**src/rtl/cpu_pkg.sv**
```systemverilog
// Shared CPU constants: instruction field positions and the register-index type.
// Decoded by regfile_scoreboard and its rf_scoreboard sub-module.
package cpu_pkg;

    localparam int INSTR_W   = 32;
    localparam int DEST_MSB  = 28;
    localparam int SRCA_MSB  = 24;
    localparam int SRCB_MSB  = 20;
    localparam int RF_ADDR_W = 4;

    typedef logic [RF_ADDR_W-1:0] reg_idx_t;

    // Full-width index field whose MSB sits at instr[msb]; narrower register
    // files take the upper bits of this so the field stays MSB-anchored.
    function automatic reg_idx_t field_idx(input logic [INSTR_W-1:0] instr, input int msb);
        return reg_idx_t'(instr >> (msb - RF_ADDR_W + 1));
    endfunction

endpackage

```
**src/rtl/rf_scoreboard.sv**
```systemverilog
// Per-register busy scoreboard: RAW/WAW hazard detection, busy set/clear and sticky wb_err.
// Optional macro RF_BYPASS_EN lets a same-cycle write-back mask the busy bit it clears.
module rf_scoreboard
    import cpu_pkg::*;
#(
    parameter int ADDR_W   = 4,
    parameter int ZERO_REG = 1
) (
    input  logic                  clock,
    input  logic                  reset,
    input  logic                  issue_valid,
    input  logic                  issue_wr_en,
    input  logic [ADDR_W-1:0]     dest,
    input  logic [ADDR_W-1:0]     src_a,
    input  logic [ADDR_W-1:0]     src_b,
    input  logic                  wb_valid,
    input  logic [ADDR_W-1:0]     wb_addr,
    output logic                  issue_ready,
    output logic [2**ADDR_W-1:0]  busy_vec,
    output logic                  wb_err
);

    localparam int DEPTH = 2**ADDR_W;

    logic [DEPTH-1:0] busy_reg;
    logic [DEPTH-1:0] busy_next;
    logic [DEPTH-1:0] busy_eff;
    logic [DEPTH-1:0] set_vec;
    logic [DEPTH-1:0] clr_vec;
    logic             wb_err_reg;
    logic             wb_live;
    logic             hazard;
    logic             accept;

    // Write-backs to the hardwired zero register are dropped entirely.
    assign wb_live = wb_valid & ~((ZERO_REG != 0) && (wb_addr == '0));

    genvar gi;
    generate
        for (gi = 0; gi < DEPTH; gi++) begin : g_busy
            localparam bit IS_ZERO = (ZERO_REG != 0) && (gi == 0);
            assign set_vec[gi]   = !IS_ZERO && accept && issue_wr_en && (dest == ADDR_W'(gi));
            assign clr_vec[gi]   = wb_live && (wb_addr == ADDR_W'(gi));
            // A new issue claiming the register outranks the retiring write-back.
            assign busy_next[gi] = set_vec[gi] | (busy_reg[gi] & ~clr_vec[gi]);
`ifdef RF_BYPASS_EN
            assign busy_eff[gi]  = busy_reg[gi] & ~clr_vec[gi];
`else
            assign busy_eff[gi]  = busy_reg[gi];
`endif
        end
    endgenerate

    assign hazard      = busy_eff[src_a] | busy_eff[src_b] | (issue_wr_en & busy_eff[dest]);
    assign issue_ready = ~hazard;
    assign accept      = issue_valid & issue_ready;

    always_ff @(posedge clock or negedge reset) begin
        if (!reset) begin
            busy_reg   <= '0;
            wb_err_reg <= 1'b0;
        end else begin
            busy_reg <= busy_next;
            if (wb_live && !busy_reg[wb_addr]) begin
                wb_err_reg <= 1'b1;
            end
        end
    end

    assign busy_vec = busy_reg;
    assign wb_err   = wb_err_reg;

endmodule

```
**src/rtl/regfile_scoreboard.sv**
```systemverilog
// Parametrised register file with busy scoreboard, optional zero register and stall counter.
// Optional macro RF_BYPASS_EN forwards write-back data to the read ports in the same cycle.
module regfile_scoreboard
    import cpu_pkg::*;
#(
    parameter int DATA_W   = 16,
    parameter int ADDR_W   = 4,
    parameter int ZERO_REG = 1,
    parameter int CNT_W    = 16
) (
    input  logic                  clock,
    input  logic                  reset,
    input  logic [INSTR_W-1:0]    instr,
    input  logic                  issue_valid,
    input  logic                  issue_wr_en,
    output logic                  issue_ready,
    output logic [DATA_W-1:0]     rd_data_a,
    output logic [DATA_W-1:0]     rd_data_b,
    input  logic                  wb_valid,
    input  logic [ADDR_W-1:0]     wb_addr,
    input  logic [DATA_W-1:0]     wb_data,
    output logic [2**ADDR_W-1:0]  busy_vec,
    output logic                  wb_err,
    output logic [CNT_W-1:0]      stall_count
);

    localparam int DEPTH = 2**ADDR_W;

    reg_idx_t          dest_full;
    reg_idx_t          src_a_full;
    reg_idx_t          src_b_full;
    logic [ADDR_W-1:0] dest;
    logic [ADDR_W-1:0] src_vec [2];
    logic [DATA_W-1:0] rd_vec  [2];
    logic [DATA_W-1:0] regs_reg [DEPTH];
    logic [CNT_W-1:0]  stall_count_reg;

    assign dest_full  = field_idx(instr, DEST_MSB);
    assign src_a_full = field_idx(instr, SRCA_MSB);
    assign src_b_full = field_idx(instr, SRCB_MSB);
    assign dest       = dest_full[RF_ADDR_W-1 -: ADDR_W];
    assign src_vec[0] = src_a_full[RF_ADDR_W-1 -: ADDR_W];
    assign src_vec[1] = src_b_full[RF_ADDR_W-1 -: ADDR_W];

    rf_scoreboard #(
        .ADDR_W   (ADDR_W),
        .ZERO_REG (ZERO_REG)
    ) u_scoreboard (
        .clock       (clock),
        .reset       (reset),
        .issue_valid (issue_valid),
        .issue_wr_en (issue_wr_en),
        .dest        (dest),
        .src_a       (src_vec[0]),
        .src_b       (src_vec[1]),
        .wb_valid    (wb_valid),
        .wb_addr     (wb_addr),
        .issue_ready (issue_ready),
        .busy_vec    (busy_vec),
        .wb_err      (wb_err)
    );

    genvar gi;
    generate
        // Each entry resets to zero, so storage is flops rather than block RAM.
        for (gi = 0; gi < DEPTH; gi++) begin : g_regs
            localparam bit IS_ZERO = (ZERO_REG != 0) && (gi == 0);
            always_ff @(posedge clock or negedge reset) begin
                if (!reset) begin
                    regs_reg[gi] <= '0;
                end else if (!IS_ZERO && wb_valid && (wb_addr == ADDR_W'(gi))) begin
                    regs_reg[gi] <= wb_data;
                end
            end
        end

        for (gi = 0; gi < 2; gi++) begin : g_rd
            always_comb begin
                rd_vec[gi] = regs_reg[src_vec[gi]];
`ifdef RF_BYPASS_EN
                if (wb_valid && (wb_addr == src_vec[gi])) begin
                    rd_vec[gi] = wb_data;
                end
`endif
                if ((ZERO_REG != 0) && (src_vec[gi] == '0)) begin
                    rd_vec[gi] = '0;
                end
            end
        end
    endgenerate

    assign rd_data_a = rd_vec[0];
    assign rd_data_b = rd_vec[1];

    always_ff @(posedge clock or negedge reset) begin
        if (!reset) begin
            stall_count_reg <= '0;
        end else if (issue_valid && !issue_ready && (stall_count_reg != {CNT_W{1'b1}})) begin
            stall_count_reg <= stall_count_reg + CNT_W'(1);
        end
    end

    assign stall_count = stall_count_reg;

endmodule

```
**config.mk**
```make
export PLATFORM = sky130hd
export DESIGN_NAME = regfile_scoreboard
export DESIGN_NICKNAME = d
export VERILOG_FILES = /design/src/rtl/cpu_pkg.sv /design/src/rtl/rf_scoreboard.sv /design/src/rtl/regfile_scoreboard.sv
export SDC_FILE = /design/constraint.sdc
export NUM_CORES = 1
export LEC_CHECK = 0
export CORE_UTILIZATION = 50
export CTS_CLUSTER_DIAMETER = 120
export DETAILED_ROUTE_END_ITERATION = 7
export PLACE_DENSITY_LB_ADDON = 0.25
export SLEW_MARGIN = 10
export SYNTH_ARGS = -nofsm -noshare
export SYNTH_HDL_FRONTEND = slang
export SYNTH_SLANG_ARGS = --single-unit
```
**constraint.sdc**
```tcl
create_clock -name clock -period 3.4 [get_ports clock]
set_clock_uncertainty 0.2 [all_clocks]
set_input_delay 0.68 -clock clock [delete_from_list [all_inputs] [get_ports clock]]
set_output_delay 0.68 -clock clock [all_outputs]
set_load 0.05 [all_outputs]
```
Yosys cells after proc, flatten, opt, wreduce, memory -nomap -nowiden --
Index checks and enable logic that the tools add are counted. Widths: inputs -> output; s select.
Operators by class: bitwise operators 56, reduce and logical (&&, ||, !) cells 54, multiplexer cells 16, eq/ne operators 31, $add $sub $neg 1, $lt $le $gt $ge 6
Operators by type and width (number):
- $bmux 16 s4 | 2
- $mux 16 | 6
- $eq 4x4->1 const B | 16
- $logic_and 1x1->1 | 50
- $eq 4x3->1 const B | 8
- $lt 4x5->1 const B | 4
- $and 1x1->1 | 19
- $not 1->1 | 18
- $or 1x1->1 | 17
- $add 16x1->16 const B | 1
- $bmux 1 s4 | 4
- $eq 4x2->1 const B | 4
- $ne 16x16->1 const B | 1
- $logic_not 4->1 | 3
- $ge 5x5->1 const B | 2
- $not 4->5 | 2
- $eq 4x1->1 const B | 2
- $mux 1 | 4
- $logic_not 1->1 | 1
Word-level totals: word-level logic and storage cells 182, register bits 273, output and inout port bits 66, bits of input ports 57

Depth between registers and ports, before layout --
Gate-level depths: netlist of the first run.
depth in word-level cells 9, mapped depth 10, mapped depth without buffers 7

Modules after synthesis --
A second synthesis of the first run with hierarchy kept.
Second synthesis, totals: cell total of the unflattened synthesis 1055, area total of the unflattened synthesis 15180.8 sq um
By module, submodules not included:
- regfile_scoreboard | area an instance 13746.9 sq um, times used 1, cells an instance 926
- rf_scoreboard | area an instance 1433.9 sq um, times used 1, cells an instance 129

Worst setup path before layout of the first run --
OpenSTA, ideal clock, no wires.
path type input to output, from in instr[22], to out rd_data_a[12], required time 2.520 ns, buffers on the path 4, setup slack -0.635 ns, stages 7, data arrival time 3.155 ns, path through buf_2 buf_1 buf_2 buf_1 mux4_2 a21oi_1 o21ai_0
Between the ends: cells in the longest elaborated chain, start to end 5, elaborated cells between the ends (all ways) 6, classes of those cells mux: 4; bitwise: 1; reduce/logical: 1
Ends and longest elaborated chain:
- start, declared | line regfile_scoreboard.sv:13 | input logic [INSTR_W-1:0] instr,
- $not 4->5 (not written as such) | line regfile_scoreboard.sv:79 | rd_vec[gi] = regs_reg[src_vec[gi]];
- $bmux 16 s4 | line regfile_scoreboard.sv:79
- $mux 16 (not written as such) (2 in series) | line regfile_scoreboard.sv:79
- $mux 16 * | line regfile_scoreboard.sv:85 | if ((ZERO_REG != 0) && (src_vec[gi] == '0)) begin
- end, declared | line regfile_scoreboard.sv:17 | output logic [DATA_W-1:0] rd_data_a,
Every way passes the cells marked *; elsewhere a longest branch is shown, timed or not. The select of a mux whose other input is x is not followed.

Worst setup path after layout of the first run --
from reg u_scoreboard.busy_reg[14] (netlist: u_scoreboard.busy_vec[14]), to out issue_ready
Between the ends: cells in the longest elaborated chain, start to end 5, elaborated cells between the ends (all ways) 10, classes of those cells mux: 6; bitwise: 4
Ends and longest elaborated chain:
- start, declared | line rf_scoreboard.sv:25 | logic [DEPTH-1:0] busy_reg;
- start signal, assigned | line rf_scoreboard.sv:63 | busy_reg <= busy_next;
- $bmux 1 s4 | line rf_scoreboard.sv:54 | assign hazard = busy_eff[src_a] | busy_eff[src_b] | (issue_wr_en & busy_eff[dest]);
- $mux 1 (not written as such) | line rf_scoreboard.sv:54
- $or 1x1->1 or $and 1x1->1 (tied branches) | line rf_scoreboard.sv:54
- $or 1x1->1 * | line rf_scoreboard.sv:54
- $not 1->1 * | line rf_scoreboard.sv:55 | assign issue_ready = ~hazard;
- end, declared | line regfile_scoreboard.sv:16 | output logic issue_ready,
Marked as above.

==> reports/results.ini, run 1 <==
[worst_setup_path]
crit_chain = mux2_2 > and3_1 > nor4_2 > nand4_1 > a211oi_4 > buf_12
r2r_cells = 8
required_ns = 2.52
r2r_setup_slack_ns = 0.56
endpoint_kind = output pin
critPathMaxFanout = 3
cp.depth = 6
endpoint = issue_ready
crit_family = simple AND/OR/NAND/NOR gates
crit_path_start = u_scoreboard.busy_vec[14]$_DFF_PN0_
cp_slowest_stage_delay_ns = 0.43
crit_path_top_delay_cell = dfrtp_2
crit_buf_inv = 1
critPathLaunchType = flip-flop
worst-setup-path-type = flip-flop to output pin
arrival_ns = 2.44
r2r_end = u_scoreboard.busy_vec[3]$_DFF_PN0_
r2r-start = u_scoreboard.busy_vec[14]$_DFF_PN0_

[die]
initial_utilization = 0.508
ios = 123
die_x_microns = 175
fp.dieArea_sq_mm = 0.0308
design.core.area_sq_mm = 0.0296
die_h_microns = 175
std_cell_rows = 63

[synthesis]
synthesis.area_sq_mm = 0.0150
synth_edf_count = 0
synthFlopType = dfrtp_1
synth_seq_cells = 273
ys_seq_area_frac = 0.454
ys_top_cells_by_area = dfrtp_1 45%, mux2_2 23%, mux4_2 15%, clkbuf_1 1.5%, a22oi_1 1.4%
syn_nets = 1180
postSynthAreaPerCell_sq_um = 13.4
async_reset_ff_frac = 1.00
synth_area_leader_cell = dfrtp_1
ys_types = 45
yosysWarnings = 16
synth_top_area_share = 0.454
syn_inst = 1122

[worst_hold_path]
hp-class = flip-flop to flip-flop

[global_routing]
grt-ovfl-total = 0
grt_max_degree = 84
grt_use_total = 0.283
antenna_found_initial = 1
grt_pass1_wl_microns = 66200
grt_pass1_vias = 10981

[timing]
fin_ws_ns = 0.0774
min_period_ns = 3.32
setup_viol = 0
timing.final.crit_share = 0.977
hold-worst-slack_ns = 0.286
hold_violations = 0
clock.fmax_mhz = 301
slew-limit-headroom = 0.515
rsz0062_at_grt = no
final_max_slew_viol_count = 0
tightest_slew_ns = 0.727
fin_setup_tns_ns = 0

[drt]
ant_nets = 0
drt_wl_total_microns = 41900
vias_per_cell = 6.33
drt_iter0_drc = 900
first_pass_iters = 5
wire_per_inst_microns = 25.4
drcViolationCount = 0
vias = 10446

[place]
dp_hpwl_microns = 26800
gp_congestion = 0.828
pre_cts_ws_ns = -0.0639
portBuffers = 102

[cts]
ctsRootBufferMaster = clkbuf_16
ctsLongestPathBuffers = 3
cts_tree = done
cts_sinks = 273
h-tree-depth = 1
clk_pin_slew_ns = 0.06
numCtsBuffers = 31
clk_latency_ns = 0.57

[layout]
layout-drive-gt1-share = 0.496
largest_register_ffs = 240
syn_to_final_growth_pct = 24.2
nets = 1292

[pwr]
ir_drop_mv = 0.466
p_total_mw = 12.0
powerDensity_mw_per_mm2 = 641
leakagePower_nw = 7.77

[outcome]
status = finished, final reports clean

[job]
drv_cap = 0

[per-layer routing]
metal	vias up	track usage	share of wire
met5	-	0	0
li1	4478	-	-
met2	395	0.465	0.49
met3	67	0.0519	0.068
met4	0	0.0772	0.024
met1	5506	0.387	0.42
[where the power goes]
group	switching (mW)	leakage, nW	internal, mW	total (mW)
Combinational	1.76	3.86	2.01	3.76
Clock	1.37	0.539	2.21	3.58
Sequential	0.622	3.37	4.00	4.62
Total	3.75	7.77	8.21	12.0
[worst min-delay path by stage]
stage / startpoint / endpoint / slack, ns / depth (start not counted)
2_1_floorplan: reset / regs_reg[0]$_DFFE_PN0P_ / 0.18 / 0
3_3_place_gp: u_scoreboard.wb_err$_DFFE_PN0P_ / u_scoreboard.wb_err$_DFFE_PN0P_ / 0.26 / 1
3_5_place_dp: stall_count[4]$_DFFE_PN0P_ / stall_count[4]$_DFFE_PN0P_ / 0.27 / 1
4_1_cts: stall_count[4]$_DFFE_PN0P_ / stall_count[4]$_DFFE_PN0P_ / 0.29 / 1
5_1_grt: u_scoreboard.busy_vec[0]$_DFF_PN0_ / u_scoreboard.busy_vec[0]$_DFF_PN0_ / 0.31 / 0
6_report: stall_count[4]$_DFFE_PN0P_ / stall_count[4]$_DFFE_PN0P_ / 0.29 / 1
[cell usage after synthesis (5+ instances only)]
cell	count
inv_1	7
clkbuf_1	61
and3_1	6
a22oi_1	28
mux4_2	103
nand2_1	54
mux2_2	304
xor2_1	14
nor2b_1	10
buf_1	10
nor4_1	6
nand3_1	10
o22ai_1	6
nor4b_1	6
nor3b_1	8
a21oi_1	31
mux2i_1	21
nor3_1	15
nor2_1	43
a22o_1	5
nand4_1	5
buf_2	26
dfrtp_1	273
o21ai_0	37
[area by class of cell]
class	instances	area (sq um)
Inverter	7	26.3
Clock inverter	14	215
Fill cell	2280	11000
Multi-Input combinational cell	742	8010
Clock buffer	44	895
Tap cell	390	488
Timing Repair Buffer	179	2210
Sequential cell	273	6830
Antenna cell	1	2.50
[placed cells by master (no fill, tap or decap), types with 14 or more instances in the layout]
| master | n |
|---|---|
| nor2_1 | 37 |
| mux2i_1 | 21 |
| buf_12 | 56 |
| mux4_2 | 103 |
| buf_4 | 56 |
| nand2_1 | 54 |
| a22oi_1 | 28 |
| clkdlybuf4s50_1 | 60 |
| o21ai_2 | 19 |
| dfrtp_1 | 271 |
| mux2_2 | 304 |
| xor2_1 | 14 |
| nor3_1 | 14 |
| a21oi_1 | 31 |
| clkbuf_16 | 31 |
[worst reg2reg max path, delay by kind of cell, from the launching register on]
| family | cells | cell delay [ns] |
|---|---|---|
| compound gates | 2 | 0.52 |
| buf+inv | 1 | 0.33 |
| flops | 1 | 0.43 |
| mux | 1 | 0.28 |
| simple gates | 4 | 1.02 |
[logic make-up after synthesis]
group | after synthesis | share of synthesized area
adders and majority gates | 1 | 0.000832
AOI/OAI and AO/OA | 117 | 0.0486
muxes | 429 | 0.396
and+or+nand+nor | 181 | 0.0620
DFF | 273 | 0.454
buffers and inverters | 107 | 0.0299
xor gates and xnor gates | 14 | 0.00815
[timing repair]
action | in CTS | in global routing
hold endpoints to repair | 76 | 0
hold buffers | 1 | 0
setup buffers | 1 | 1
endpoints found under the setup margin | 2 | 1
pin swaps | 2 | 2
resized for setup | 5 | 5
[metrics by stage]
stage          cell area (sq um)   util  cells
3_5_place_dp               17500  0.591   1588
5_1_grt                    18700  0.630   1650
6_report                   18700  0.630   1650
4_1_cts                    18600  0.629   1648
2_1_floorplan              15200      -   1122
3_3_place_gp               17500  0.591   1588
Note: power is estimated with default switching activity, not from simulation.
==> run 2: changes to the inputs <==
- DONT_BUFFER_PORTS: unset -> 1
==> run 2 against run 1 <==
Compared with the run above:
- the run now ends with negative hold slack left
- global-route usage shrank 1.4 points
- routed wire length decreased by 3.2%
- clock power fell by 6.7%
- cell count down 7.3%
- critical endpoint unchanged
- largest power group unchanged
==> reports/results.ini, run 2 (synthesis gave the netlist of run 1 again) <==
[drt]
vias_per_cell = 6.44
vias = 9852
drt_wl_total_microns = 40600
drt_iter0_drc = 762
wire_per_inst_microns = 26.5
ant_nets = 0
drcViolationCount = 0
first_pass_iters = 5

[worst_setup_path]
required_ns = 2.52
critPathMaxFanout = 7
crit_chain = mux2_2 > and3_1 > nor4_1 > nand4_1 > a211oi_4 > buf_12
cp_slowest_stage_delay_ns = 0.40
crit_family = simple AND/OR/NAND/NOR gates
crit_buf_inv = 1
critPathLaunchType = flip-flop
worst-setup-path-type = flip-flop to output pin
endpoint_kind = output pin
arrival_ns = 2.51
crit_path_top_delay_cell = dfrtp_1

[global_routing]
grt_pass1_wl_microns = 62600
grt_pass1_vias = 10330
antenna_found_initial = 0
grt_max_degree = 274
grt-ovfl-total = 0
grt_use_total = 0.269

[timing]
tightest_slew_ns = 0.899
final_max_slew_viol_count = 0
hold-worst-slack_ns = -0.363
hold_violations = 273
slew-limit-headroom = 0.401
clock.fmax_mhz = 295
min_period_ns = 3.39
timing.final.crit_share = 0.998
setup_viol = 0

[cts]
clk_pin_slew_ns = 0.06
h-tree-depth = 1
cts_sinks = 273
numCtsBuffers = 30
ctsRootBufferMaster = clkbuf_16
ctsLongestPathBuffers = 3
cts_tree = done
clk_latency_ns = 0.57

[pwr]
p_sw_mw = 3.39
clock_power_share = 0.302
powerDensity_mw_per_mm2 = 649
ir_drop_mv = 0.491
switching_share = 0.306
seq_power_share = 0.423
p_total_mw = 11.1
power.internal_mw = 7.68
leakagePower_nw = 7.10
p_comb_frac = 0.276

[layout]
syn_to_final_growth_pct = 13.5
layout.cells.most_common_list = 304 x mux2_2, 272 x dfrtp_1, 103 x mux4_2
layout_commonest_cell = mux2_2
layout-drive-gt1-share = 0.499
largest_register_ffs = 240
nets = 1174
diodes = 0
final_cell_area_sq_mm = 0.0171

[die]
std_cell_rows = 63
die_x_microns = 175
ios = 123
design.core.area_sq_mm = 0.0296
die_h_microns = 175
initial_utilization = 0.508
fp.dieArea_sq_mm = 0.0308

[place]
dpl_cell_area_sq_mm = 0.0160
portBuffers = 0
gp_congestion = 0.784
dp_hpwl_microns = 22900

[worst_hold_path]
hp-class = input port to async pin

[outcome]
status = finished with violations
violations = negative hold slack

[job]
drv_cap = 0

[run 2: cell types whose count changed in the layout (fill, tap and decap cells not counted), sizes merged, moves of 2 or more]
cell / delta
inv: -2
clkdlybuf4s50: -60
bufinv: -3
clkinv: +5
buf: -56
[run 2: final cells by class]
cell class	instances	area, sq um
timing repair buffer	62	701
tap	390	488
clock inverter	13	133
multi-input combinational	742	8000
clock buffer	43	900
fill	2406	12600
inverter	7	26.3
sequential	273	6830
[run 2: power groups by stage]
stage          logic [mW]  registers, mW  clock network [mW]
2_1_floorplan        2.31           4.70                   0
3_3_place_gp         2.92           4.65                   0
3_5_place_dp         2.98           4.72                   0
4_1_cts              3.00           4.67                3.39
5_1_grt              3.23           4.79                3.54
6_report             3.05           4.68                3.34
[run 2: final timing paths]
kind / start / end / slack, ns / depth (start not counted)
worst max-delay path: u_scoreboard.busy_vec[14]$_DFF_PN0_ / issue_ready / 0.006 / 6
worst min-delay path: reset / regs_reg[96]$_DFFE_PN0P_ / -0.36 / 0
worst max register to register: u_scoreboard.busy_vec[14]$_DFF_PN0_ / u_scoreboard.busy_vec[3]$_DFF_PN0_ / 0.66 / 8
worst min register to register: regs_reg[149]$_DFFE_PN0P_ / regs_reg[149]$_DFFE_PN0P_ / 0.33 / 1
max in group asynchronous: reset / regs_reg[155]$_DFFE_PN0P_ / 2.76 / 0
min in group clock: wb_data[12] / regs_reg[156]$_DFFE_PN0P_ / 0.06 / 1
[run 2: repair_timing]
item / 4_1_cts / 5_1_grt
hold endpoints to repair: 273 / 273
gates resized for setup: 0 / 3
buffers inserted: 0 / 2
setup endpoints to repair: 0 / 1
[run 2: routing by layer]
metal	global-route usage	wire, microns	up-vias
met2	0.439	19600	324
met1	0.373	17400	5224
met3	0.0442	2470	70
met5	0	0	-
met4	0.0761	1120	0
li1	-	-	4234
[run 2: stage by stage]
step	setup TNS (ns)	cells	setup slack, ns	util
floorplan	-0.00497	1122	-0.00497	-
global placement	0	1470	0.307	0.539
detailed placement	0	1470	0.317	0.539
CTS	0	1526	0.0112	0.574
global route	-0.0432	1530	-0.0432	0.576
finish	0	1530	0.00590	0.576
==> run 3: changes to the inputs <==
- CORE_MARGIN: unset -> 3
==> run 3 against run 2 <==
Compared with the run above:
- the run still ends with negative hold slack left
- fmax increased by 3.3%
- non-clock buffer count fell by 7
- die area grew 4.6%
- flip-flop and latch count is the same
- first-iteration DRC count fell by 6.0%
- critical path type unchanged
- highest routed layer unchanged
==> reports/results.ini, run 3 (synthesis gave the netlist of run 1 again) <==
[drt]
ant_nets = 0
first_pass_iters = 5
drt_iter0_drc = 716
vias_per_cell = 6.48
vias = 9808
drt_wl_total_microns = 39300
drcViolationCount = 0
wire_per_inst_microns = 26.0

[timing]
setup_viol = 0
timing.final.crit_share = 0.966
tightest_slew_ns = 1.04
rsz0062_at_grt = no
slew-limit-headroom = 0.306
hold_violations = 273
fin_setup_tns_ns = 0
min_period_ns = 3.28
final_max_slew_viol_count = 0
clock.fmax_mhz = 304
hold-worst-slack_ns = -0.392

[pwr]
p_total_mw = 10.9
ir_drop_mv = 0.453
leakagePower_nw = 6.99
powerDensity_mw_per_mm2 = 641

[layout]
diodes = 0
syn_to_final_growth_pct = 12.6
largest_register_ffs = 240
layout.cells.most_common_list = 304 x mux2_2, 273 x dfrtp_1, 103 x mux4_2
nets = 1168
layout_commonest_cell = mux2_2
layout-drive-gt1-share = 0.490
fill_cells = 2347

[cts]
numCtsBuffers = 31
clk_latency_ns = 0.56
postCtsSetupRepairBufs = 0
cts_tree = done
cts_sinks = 273
ctsRootBufferMaster = clkbuf_16
ctsLongestPathBuffers = 3
clk_pin_slew_ns = 0.07
h-tree-depth = 1

[die]
std_cell_rows = 62
fp.dieArea_sq_mm = 0.0322
die_h_microns = 179
design.core.area_sq_mm = 0.0292
die_x_microns = 179
ios = 123
initial_utilization = 0.516

[worst_setup_path]
r2r_setup_slack_ns = 0.75
critPathLaunchType = flip-flop
required_ns = 2.52
r2r_cells = 8
endpoint_kind = output pin
arrival_ns = 2.40
worst-setup-path-type = flip-flop to output pin
critPathMaxFanout = 25

[global_routing]
grt_max_degree = 274
grt_pass1_wl_microns = 61100
grt_pass1_vias = 10077
grt-ovfl-total = 0
grt_use_total = 0.239
antenna_found_initial = 0

[worst_hold_path]
hp-class = input port to async pin

[job]
drv_cap = 0

[place]
portBuffers = 0
gp_congestion = 0.832
dp_hpwl_microns = 22600

[outcome]
status = finished with violations
violations = negative hold slack

==> run 3: timing repair <==
| action | in CTS | in global routing |
|---|---|---|
| resized for setup | 0 | 1 |
| endpoints found under the setup margin | 0 | 1 |
| hold endpoints to repair | 273 | 273 |
==> run 3: power by group <==
group / switching [mW] / internal [mW] / total, mW / leakage, nW
clock network: 1.35 / 1.87 / 3.22 / 0.454
registers: 0.681 / 3.99 / 4.68 / 3.37
logic: 1.32 / 1.65 / 2.97 / 3.16
==> run 3: area by class of cell <==
cell class / count / area (sq um) / share of cell area
clock buffer: 39 / 826 / 0.0488
clock inverter: 14 / 153 / 0.00902
inverter: 7 / 26.3 / 0.00155
multi-input combinational: 742 / 7990 / 0.472
sequential: 273 / 6830 / 0.403
tap: 384 / 480 / 0.0284
timing repair buffer: 55 / 626 / 0.0369
==> run 3: final timing paths <==
check,start,end
min,reset,u_scoreboard.wb_err$_DFFE_PN0P_
min reg2reg,regs_reg[2]$_DFFE_PN0P_,regs_reg[2]$_DFFE_PN0P_
max in group asynchronous,reset,regs_reg[64]$_DFFE_PN0P_
max reg2reg,u_scoreboard.busy_vec[6]$_DFF_PN0_,u_scoreboard.busy_vec[3]$_DFF_PN0_
max,u_scoreboard.busy_vec[6]$_DFF_PN0_,issue_ready
min in group clock,wb_valid,u_scoreboard.wb_err$_DFFE_PN0P_
==> run 3: critical path, cell delays in order, from the launching register on <==
cell	delay, ns
dfrtp_1	0.64
mux2i_1	0.26
nor3b_1	0.08
nor4_1	0.18
nand4_1	0.19
a211oi_4	0.26
buf_12	0.23
==> run 3: metrics by stage <==
stage	cells	utilization	area (sq um)	setup slack [ns]
final	1514	0.580	16900	0.115
after global routing	1514	0.580	16900	0.0180
after CTS	1514	0.580	16900	0.0793
after detailed placement	1461	0.547	16000	0.417
after global placement	1461	0.547	16000	0.389
after floorplan	1122	-	15200	-0.00497
==> run 3: metal layers <==
layer  track usage  up-vias  routed length [microns]
li1              -     4234                        -
met1         0.333     5197                    17000
met2         0.387      306                    18700
met3        0.0426       71                     2380
met4        0.0736        0                     1260
met5             0        -                        0
